$ cat src/rtl/fios_res_collector.sv
// Collects the FIOS multiplier's serial result words, performs the word-serial
// conditional subtraction R - p, and presents the reduced operand on a valid/ready port.
module fios_res_collector #(
  parameter int s        = 8,
  parameter int SUBTRACT = 1
) (
  input  logic            clock_i,
  input  logic            reset_n_i,
  input  logic            res_valid_i,
  input  logic [16:0]     res_i,
  input  logic [s*17-1:0] p_i,
  output logic [s*17-1:0] result_o,
  output logic            result_valid_o,
  input  logic            result_ready_i,
  output logic            busy_o,
  output logic            overflow_o
);

  localparam int K_W = (s > 1) ? $clog2(s) : 1;

  typedef enum logic {IDLE, COLLECT} state_t;

  state_t          state_q, state_d;
  logic [K_W-1:0]  k_q, k_d;
  logic            borrow_q, borrow_d;
  logic            done_q, done_d;
  logic            fin_borrow_q, fin_borrow_d;
  logic [16:0]     raw_q [s];
  logic [16:0]     raw_d [s];
  logic [16:0]     diff_q [s];
  logic [16:0]     diff_d [s];
  logic [s*17-1:0] result_q, result_d;
  logic            valid_q, valid_d;
  logic            overflow_q, overflow_d;

  logic [16:0]     p_words [s];
  logic [17:0]     diff_full;
  logic            last_word;
  logic            drain;
  logic            load;
  logic            use_diff;

  // Collection stage: one word per res_valid_i, borrow rippling across words
  always_comb begin
    for (int i = 0; i < s; i++) begin
      p_words[i] = p_i[17*i +: 17];
    end
    diff_full = {1'b0, res_i} - {1'b0, p_words[k_q]} - {17'b0, borrow_q};
    last_word = (k_q == K_W'(s - 1));

    state_d      = state_q;
    k_d          = k_q;
    borrow_d     = borrow_q;
    done_d       = 1'b0;
    fin_borrow_d = fin_borrow_q;
    raw_d        = raw_q;
    diff_d       = diff_q;

    if (res_valid_i) begin
      raw_d[k_q]  = res_i;
      diff_d[k_q] = diff_full[16:0];
      if (last_word) begin
        state_d      = IDLE;
        k_d          = '0;
        borrow_d     = 1'b0;
        done_d       = 1'b1;
        fin_borrow_d = diff_full[17];
      end else begin
        state_d  = COLLECT;
        k_d      = k_q + 1'b1;
        borrow_d = diff_full[17];
      end
    end
  end

  // Output stage: load on the edge after done, unless an undrained result blocks it
  always_comb begin
    drain    = valid_q & result_ready_i;
    load     = done_q & (~valid_q | drain);
    use_diff = (SUBTRACT != 0) && !fin_borrow_q;

    result_d = result_q;
    if (load) begin
      for (int i = 0; i < s; i++) begin
        result_d[17*i +: 17] = use_diff ? diff_q[i] : raw_q[i];
      end
    end

    if (load)       valid_d = 1'b1;
    else if (drain) valid_d = 1'b0;
    else            valid_d = valid_q;

    overflow_d = overflow_q | (done_q & ~load);
  end

  always_ff @(posedge clock_i) begin
    if (!reset_n_i) begin
      state_q    <= IDLE;
      k_q        <= '0;
      borrow_q   <= 1'b0;
      done_q     <= 1'b0;
      result_q   <= '0;
      valid_q    <= 1'b0;
      overflow_q <= 1'b0;
    end else begin
      state_q    <= state_d;
      k_q        <= k_d;
      borrow_q   <= borrow_d;
      done_q     <= done_d;
      result_q   <= result_d;
      valid_q    <= valid_d;
      overflow_q <= overflow_d;
    end
  end

  // Word buffers are qualified by done_q, so they need no reset
  always_ff @(posedge clock_i) begin
    fin_borrow_q <= fin_borrow_d;
    raw_q        <= raw_d;
    diff_q       <= diff_d;
  end

  assign result_o       = result_q;
  assign result_valid_o = valid_q;
  assign busy_o         = (state_q == COLLECT);
  assign overflow_o     = overflow_q;

endmodule
$ cat config.mk
export PLATFORM = sky130hd
export DESIGN_NAME = fios_res_collector
export DESIGN_NICKNAME = d
export VERILOG_FILES = /design/src/rtl/fios_res_collector.sv
export SDC_FILE = /design/constraint.sdc
export NUM_CORES = 1
export LEC_CHECK = 0
export CORE_MARGIN = 1.5
export CORE_UTILIZATION = 31
export CTS_CLUSTER_DIAMETER = 40
export DETAILED_ROUTE_END_ITERATION = 16
export SYNTH_ARGS = -nofsm -noshare
export SYNTH_HDL_FRONTEND = slang
export SYNTH_SLANG_ARGS = --single-unit
$ cat constraint.sdc
create_clock -name clock_i -period 5.14 [get_ports clock_i]
set_clock_uncertainty 0.05 [all_clocks]
set_input_delay 1.028 -clock clock_i [delete_from_list [all_inputs] [get_ports clock_i]]
set_output_delay 1.028 -clock clock_i [all_outputs]
set_load 0.01 [all_outputs]
# After elaboration in Yosys (flattened, before gate mapping)
# Index checks and enable logic that the tools add are counted.
[totals]
romBits = 0
memories = 0
latch_bits = 0
register_bits = 417
ramBits = 0
[op_classes]
n_lt_le_gt_ge = 2
n_eq_ne = 1
reduce_logical = 4
n_div = 0
multipliers = 0
shifts = 0
n_mux = 21
n_bitwise = 8
add_sub_neg = 3
[op_table]
columns = ["op", "n"]
rows = [
  ["$bwmux W136", 2],
  ["$mux W17", 11],
  ["$bmux W17 S3", 1],
  ["$demux W17 S3", 1],
  ["$sub A17 B17 Y18", 1],
  ["$sub A18 B1 Y18", 1],
  ["$mux W1", 5],
  ["$ge A4 B4 Y1 const B", 1],
  ["$lt A4 B1 Y1 const B", 1],
  ["$not A3 Y4", 1],
  ["$reduce_and A2 Y1", 2],
  ["$add A3 B1 Y3 const B", 1],
  ["$and A1 B1 Y1", 3],
  ["$eq A3 B3 Y1 const B", 1],
  ["$mux W3", 1],
  ["$not A1 Y1", 2],
  ["$or A1 B1 Y1", 2],
  ["$reduce_bool A2 Y1", 1],
  ["$logic_and A1 B1 Y1", 1],
]

# Depth between registers and ports, before layout
# Gate-level depths: netlist of run 1.
[depth]
word_depth = 7
depth_mapped = 18
depth_no_buf = 15

# Least setup slack after synthesis of run 1
# Ideal clock, no wire load.
[synth_path]
path_kind = "input-to-reg"
start = "input port res_valid_i"
end = "register diff_q[17] in the netlist's numbering, enable pin"
path_stages = 2
slack_ns = 0.810
path_buffers = 1
arrival_ns = 3.806
setup_time_ns = 0.475
required_time_ns = 4.615
path_cell_list = "clkbuf_1 nor3b_1"
[synth_lines]
columns = ["element", "line", "text"]
rows = [
  ["start, declared", "9", "input logic res_valid_i,"],
  ["end signal, assigned", "120", "diff_q <= diff_d;"],
  ["end, declared", "30", "logic [16:0] diff_q [s];"],
]
# No word-level cell between the ends.

# Worst setup path after layout of run 1
[layout_path]
start = "input port p_i[17]"
end = "register diff_q[65] in the netlist's numbering (data pin)"
[layout_via]
elab_chain_cells = 6
[layout_rtl]
columns = ["element", "line", "text"]
rows = [
  ["start, declared", "11", "input logic [s*17-1:0] p_i,"],
  ["$bmux W17 S3", "48", "diff_full = {1'b0, res_i} - {1'b0, p_words[k_q]} - {17'b0, borrow_q};"],
  ["$mux W17 (not written as such) (2 in a row)", "48", ""],
  ["$sub A17 B17 Y18", "48", ""],
  ["$sub A18 B1 Y18", "48", ""],
  ["named net diff_full[14]", "37", "logic [17:0] diff_full;"],
  ["$bwmux W136", "61", "diff_d[k_q] = diff_full[16:0];"],
]
# The timed path passes the listed nets, and every way through them passes these cells. The select of a mux whose other input is x is not followed.
# A chain may end at the register's enable or synchronous reset.

==> metrics.csv, run 1 <==
stage,metric,value,unit
outcome,status,completed,
logic_synthesis,synth_compound_area_frac,0.1265,
clocking,cts_made_buffers,56,
finish,fill_cells,5149,
sta,slew_headroom,0.2191,
logic_synthesis,synthAdderAreaFrac,0.02704,
route,via_per_inst,4.842,
clocking,cts.sinks,417,
sta,fin_ws,342.2,ps
sta,worst_slew_pin_slew,1171,ps
power,p_leak,10.12,nW
job,maxCapViolations,0,
finish,antenna_cells,0,
sta,finalMaxSlewViolations,0,
finish,final_nets,1777,
route,post_drt_wl_per_cell,22.05,um
logic_synthesis,yosysWarningCount,0,
finish,multi_input_area,0.005603,mm2
placed_design,gp_congestion,0.8218,
global_route,grt.overflow.total,0,
critical_path,required,5380,ps
power,power.density,398.5,mW/mm2
critical_path,worst_setup_path_end_kind,flip-flop,
logic_synthesis,postSynthAreaPerCell,13.83,um2
logic_synthesis,synth_top_cell_area_share,0.4762,
logic_synthesis,synth_top_area_cell,edfxtp_1,
critical_path,r2r-end,diff_q[65],
die,top_level_ports,296,
placed_design,pre_cts_ws,-246.7,ps
logic_synthesis,synth-simple-area-share,0.05066,
die,dieArea,0.05695,mm2
global_route,grt_pass1_wl,75330,um
worst_hold_path,worstHoldStart,result_o[122],
clocking,clkLatencyLatePin,600,ps
sta,finalSetupTns,0,ps
critical_path,rrSetupSlack,430,ps
global_route,antenna_found_initial,5,
finish,layout-drive-gt1-share,0.1330,
route,drt_iter0_drc,788,
worst_hold_path,min_to,result_o[122],
sta,timing.fmax,208.4,MHz
finish,regArea,0.01108,mm2
clocking,clk_pin_slew_worst_paths,60,ps
sta,timing_hold_violations_final,0,
sta,final.period_utilization,0.9334,
clocking,cts_max_path_buffers,3,
route,drc,0,
die,coreArea,0.05499,mm2
logic_synthesis,synthMuxAreaShare,0.1116,
clocking,cts_tree,yes,
sta,rsz0062_at_grt,no,
die,std_cell_rows,86,
route,ant_nets,0,
clocking,postCtsHoldBufs,0,
route,first_pass_iters,5,
critical_path,criticalPathCategory,input port to flip-flop,
route,wl,52480,um
route,num_vias,11530,
logic_synthesis,seq_area_frac_synth,0.6437,
sta,setup_viol,0,
power,finalPower,9.284,mW
clocking,post-cts-setup-buffers,0,
global_route,track_usage,0.1813,
logic_synthesis,synth_xor_area_frac,0.008141,
clocking,cts_resized,0,
logic_synthesis,ys_seq_elements,417,
die,fp.dieW,238.6,um
critical_path,worst-r2r-cell-count,14,
die,start_util,0.3131,
critical_path,cp-start-kind,input port,
global_route,grt_pass1_vias,11490,
logic_synthesis,ys_top_cells_by_area,"edfxtp_1, dfxtp_1, mux2i_1, o211a_1, nand2_1",
logic_synthesis,synth_nets,1438,
critical_path,crit_path_max_fanout,8,
worst_hold_path,hold_path_depth,1,
power,ir_drop,0.2553,mV
finish,area_delta_synth_final,35.32,%
die,die_y,238.6,um
logic_synthesis,synthCells,1245,
critical_path,critical_path_arrival,5040,ps
finish,utilization,0.4237,
logic_synthesis,ys_types,50,
placed_design,portBuffers,295,
critical_path,worstReg2RegStart,k_q[1],
logic_synthesis,syn_area,0.01721,mm2
clocking,root_buffer,clkbuf_16,
placed_design,hpwl,36370,um
clocking,htreeDepth,2,
logic_synthesis,synth_top_family_by_area,compound AO/OA/AOI/OAI gates,
sta,min_period,4798,ps
global_route,grt_max_degree,137,
worst_hold_path,worstHoldPathType,flip-flop to flip-flop,
[cell usage after synthesis, drive strengths merged]
cell	number
edfxtp	273
a21boi	2
a22oi	32
a41oi	1
a31o	1
a311oi	3
clkbuf	40
and2	6
nor3	3
o21ai	26
o22a	15
nor3b	1
nand3b	3
o21a	3
a211o	1
nand2	147
a21oi	17
fa	2
o41ai	1
inv	51
dfxtp	144
nand3	3
a21o	7
buf	43
o31ai	1
nand2b	2
nand4	1
mux2	32
xor2	6
nand4b	1
ha	34
or4bb	1
nor2	21
and3	4
xnor2	10
mux2i	156
o22ai	2
o211a	137
o211ai	2
nor2b	10
[kinds of logic (layout without fill, tap and decap cells)]
group	after synthesis	count (layout)
AOI/OAI and AO/OA	251	251
xor gates and xnor gates	16	16
and+or+nand+nor	203	203
DFF	417	417
buffers and inverters	134	521
adders and majority gates	36	36
muxes	188	188
[area by class of cell]
cell class | instances | share of cell area
Multi-Input combinational cell | 694 | 0.2405
Sequential cell | 417 | 0.4758
Timing Repair Buffer | 364 | 0.1505
Clock buffer | 60 | 0.06263
Clock inverter | 46 | 0.02218
Inverter | 51 | 0.008218
Tap cell | 748 | 0.04018
[worst max-delay path, cell delays in order]
cell and delay (ps):
clkdlybuf4s50_1 460, mux2_2 290, a22oi_1 160, o22ai_1 100, nor2_1 210, fa_1 480, inv_1 80, ha_1 160
nor2_1 60, fa_1 400, a21boi_1 240, o211ai_2 120, buf_4 150, a31o_2 250, nor2_1 190, o41ai_2 110
xnor2_1 570
[power breakdown]
group / internal [mW] / switching, mW / total (mW) / leakage, nW
combinational: 0.497 / 0.884 / 1.38 / 5.53
clock: 2.41 / 1.58 / 3.99 / 0.951
sequential: 3.88 / 0.0315 / 3.91 / 3.64
[metrics by stage]
step / instance area (um2) / instances / hold slack [ps]
2_1_floorplan: 17210 / 1245 / 405.1
3_3_place_gp: 21310 / 2274 / 431.6
3_5_place_dp: 21320 / 2274 / 431.1
4_1_cts: 23290 / 2380 / 448.6
5_1_grt: 23290 / 2380 / 461.3
6_report: 23290 / 2380 / 446.5
[flip-flops by register name, indices dropped and copies added, names as in the netlist]
register and cells:
overflow_o 1, busy_o 1, borrow_q 1, result_valid_o 1, raw_q 136, fin_borrow_q 1
done_q 1, result_o 136, diff_q 136, k_q 3
[placed cells by master, fill, tap and decap left out, types with 4 or more instances in the layout]
cell	n
clkdlybuf4s50_1	294
edfxtp_1	273
mux2i_1	156
nand2_1	147
dfxtp_1	142
o211a_1	137
buf_4	67
clkbuf_16	58
inv_1	51
ha_1	34
mux2_2	32
a22oi_1	32
o21ai_0	21
nor2_1	18
a21oi_1	17
o22a_1	15
nor2b_1	9
xnor2_1	9
clkinv_2	9
xor2_1	6
a21o_1	6
clkinvlp_4	6
bufinv_16	6
clkinv_4	6
and2_1	5
o21ai_1	5
clkinv_1	5
inv_8	5
and3_1	4
inv_6	4
[routing by layer]
| metal | global-route usage | vias to the layer above | share of wire |
|---|---|---|---|
| met4 | 0.04680 | 2 | 0.020 |
| met5 | 0 | - | 0.00021 |
| li1 | - | 5346 | - |
| met3 | 0.03406 | 65 | 0.066 |
| met1 | 0.2375 | 5683 | 0.43 |
| met2 | 0.3073 | 429 | 0.48 |
[worst max-delay path by stage]
stage / slack (ps) / startpoint / cells past startpoint / to
floorplan: 810 / res_valid_i / 2 / diff_q[17]
global placement: -200 / p_i[17] / 17 / diff_q[14]
detailed placement: -250 / p_i[17] / 17 / diff_q[133]
CTS: 360 / p_i[17] / 17 / diff_q[133]
global route: 40 / p_i[17] / 17 / diff_q[65]
finish: 340 / p_i[17] / 17 / diff_q[65]
(Power assumes the default switching activity.)
==> run 2, diff against run 1 <==
--- a/config.mk
+++ b/config.mk
@@ -7,7 +7,6 @@
 export LEC_CHECK = 0
 export CORE_MARGIN = 1.5
 export CORE_UTILIZATION = 31
-export CTS_CLUSTER_DIAMETER = 40
 export DETAILED_ROUTE_END_ITERATION = 16
 export SYNTH_ARGS = -nofsm -noshare
 export SYNTH_HDL_FRONTEND = slang
==> metrics.csv, run 2 (synthesized netlist as in run 1, its figures left out) <==
stage,metric,value,unit
outcome,status,completed,
clocking,cts_made_buffers,43,
clocking,htreeDepth,2,
route,ant_nets,0,
worst_hold_path,min_to,result_o[122],
sta,setup_viol,0,
global_route,grt_pass1_wl,74620,um
critical_path,cp_cell_sequence,clkdlybuf4s50_1 -> mux2_2 -> a22oi_1 -> o22ai_1 -> nor2_1 -> fa_1 -> inv_1 -> ha_1 -> nor2_1 -> fa_1 -> a21boi_1 -> o211ai_2 -> buf_4 -> a31o_2 -> o21ai_1 -> a21oi_1 -> xnor2_1,
global_route,antenna_found_initial,5,
route,wl_met1,22630,um
clocking,cts_tree,yes,
power,seqPwrFrac,0.475,
power,ir_drop,0.2470,mV
power,internal_power,6.062,mW
sta,worst_slew_pin_slew,1172,ps
route,num_vias,11400,
route,via_per_inst,4.845,
finish,area_delta_synth_final,31.55,%
finish,final_nets,1764,
route,post_drt_wl_per_cell,22.24,um
route,wl_met2,25310,um
clocking,postCtsHoldBufs,0,
power,p_leak,9.830,nW
global_route,track_usage,0.1804,
clocking,post-cts-setup-buffers,0,
global_route,grt.overflow.total,0,
route,routed-wl-met3,3167,um
die,top_level_ports,296,
critical_path,critical_path_arrival,4980,ps
route,drc,0,
power,clkPwrFrac,0.357,
route,wl,52330,um
sta,finalSetupTns,0,ps
die,start_util,0.3131,
critical_path,r2r-end,diff_q[118],
sta,slew_headroom,0.2184,
placed_design,portBuffers,295,
critical_path,criticalPathCategory,input port to flip-flop,
critical_path,crit_path_max_fanout,8,
sta,timing.fmax,209.2,MHz
critical_path,slowest_stage,xnor2_1,
clocking,cts.sinks,417,
sta,timing_hold_violations_final,0,
clocking,clk_pin_slew_worst_paths,60,ps
route,highest_layer,met5,
critical_path,worst_setup_path_end_kind,flip-flop,
critical_path,worstReg2RegStart,k_q[1],
die,die_y,238.6,um
finish,layout-drive-gt1-share,0.1117,
placed_design,gp_congestion,0.8218,
critical_path,rrSetupSlack,470,ps
sta,min_period,4779,ps
die,coreArea,0.05499,mm2
sta,final.period_utilization,0.9298,
power,p_sw,2.181,mW
critical_path,worst-r2r-cell-count,14,
global_route,grt_max_degree,137,
sta,finalMaxSlewViolations,0,
finish,final_cell_mix,"clkdlybuf4s50_1, edfxtp_1, mux2i_1, nand2_1, dfxtp_1",
critical_path,cp-start-kind,input port,
finish,fill_cells,5199,
route,first_pass_iters,5,
clocking,cts_max_path_buffers,3,
global_route,grt_pass1_vias,11280,
sta,rsz0062_at_grt,no,
die,fp.dieW,238.6,um
clocking,clkLatencyLatePin,570,ps
worst_hold_path,worstHoldStart,result_o[122],
power,comb_power_share,0.168,
route,drt_iter0_drc,822,
power,power.density,364.0,mW/mm2
job,maxCapViolations,0,
power,finalPower,8.243,mW
clocking,cts_resized,0,
power,netSwitchingFraction,0.2646,
die,std_cell_rows,86,
die,dieArea,0.05695,mm2
worst_hold_path,worstHoldPathType,flip-flop to flip-flop,
sta,hold_ws,445.7,ps
worst_hold_path,hold_path_depth,1,
critical_path,required,5340,ps
clocking,root_buffer,clkbuf_16,
critical_path,cpPeakStageDelay,600,ps
finish,final_common_cell,clkdlybuf4s50_1,
placed_design,hpwl,36370,um
run 2: area by class of cell:
cell class,instances,area (um2),share of cell area
Clock inverter,12,58.81,0.002597
Tap cell,748,935.9,0.04133
Antenna cell,2,5.005,0.0002210
Timing Repair Buffer,364,3506,0.1548
Sequential cell,417,11080,0.4894
Clock buffer,65,1254,0.05537
Inverter,51,191.4,0.008454
Multi-Input combinational cell,694,5610,0.2478
run 2: metal layers:
layer / up-vias / track usage
li1: 5306 / -
met1: 5640 / 0.2335
met2: 387 / 0.3085
met3: 65 / 0.03083
met4: 2 / 0.05236
met5: - / 0
run 2: through the flow:
step                      cell area (um2)  worst slack (ps)  utilization  std cells
final                               22640             360.7       0.4118       2353
after CTS                           22630             311.7       0.4116       2351
after floorplan                     17210             809.6            -       1245
after global routing                22640             27.39       0.4117       2351
after detailed placement            21320            -246.7       0.3877       2274
after global placement              21310            -201.8       0.3876       2274
run 2: critical path, delay by kind of cell:
family,cells,cell delay (ps)
buffers and inverters,3,680
AO/OA/AOI/OAI,7,1100
XOR/XNOR,1,600
adder cells (fa/ha/maj),3,1040
multiplexers,1,280
AND/OR/NAND/NOR,2,270
run 2: power groups by stage:
| stage | registers [mW] | logic, mW | clock network, mW |
|---|---|---|---|
| floorplan | 3.97 | 0.591 | 0 |
| global placement | 3.98 | 1.39 | 0 |
| detailed placement | 3.99 | 1.40 | 0 |
| CTS | 3.91 | 1.41 | 3.02 |
| global route | 3.92 | 1.49 | 3.14 |
| finish | 3.91 | 1.39 | 2.95 |
run 2: worst max-delay path by stage:
| stage | end | from | cells past startpoint |
|---|---|---|---|
| after floorplan | diff_q[17] | res_valid_i | 2 |
| after global placement | diff_q[14] | p_i[17] | 17 |
| after detailed placement | diff_q[133] | p_i[17] | 17 |
| after CTS | diff_q[116] | p_i[17] | 17 |
| after global routing | diff_q[118] | p_i[17] | 17 |
| final | diff_q[118] | p_i[17] | 17 |
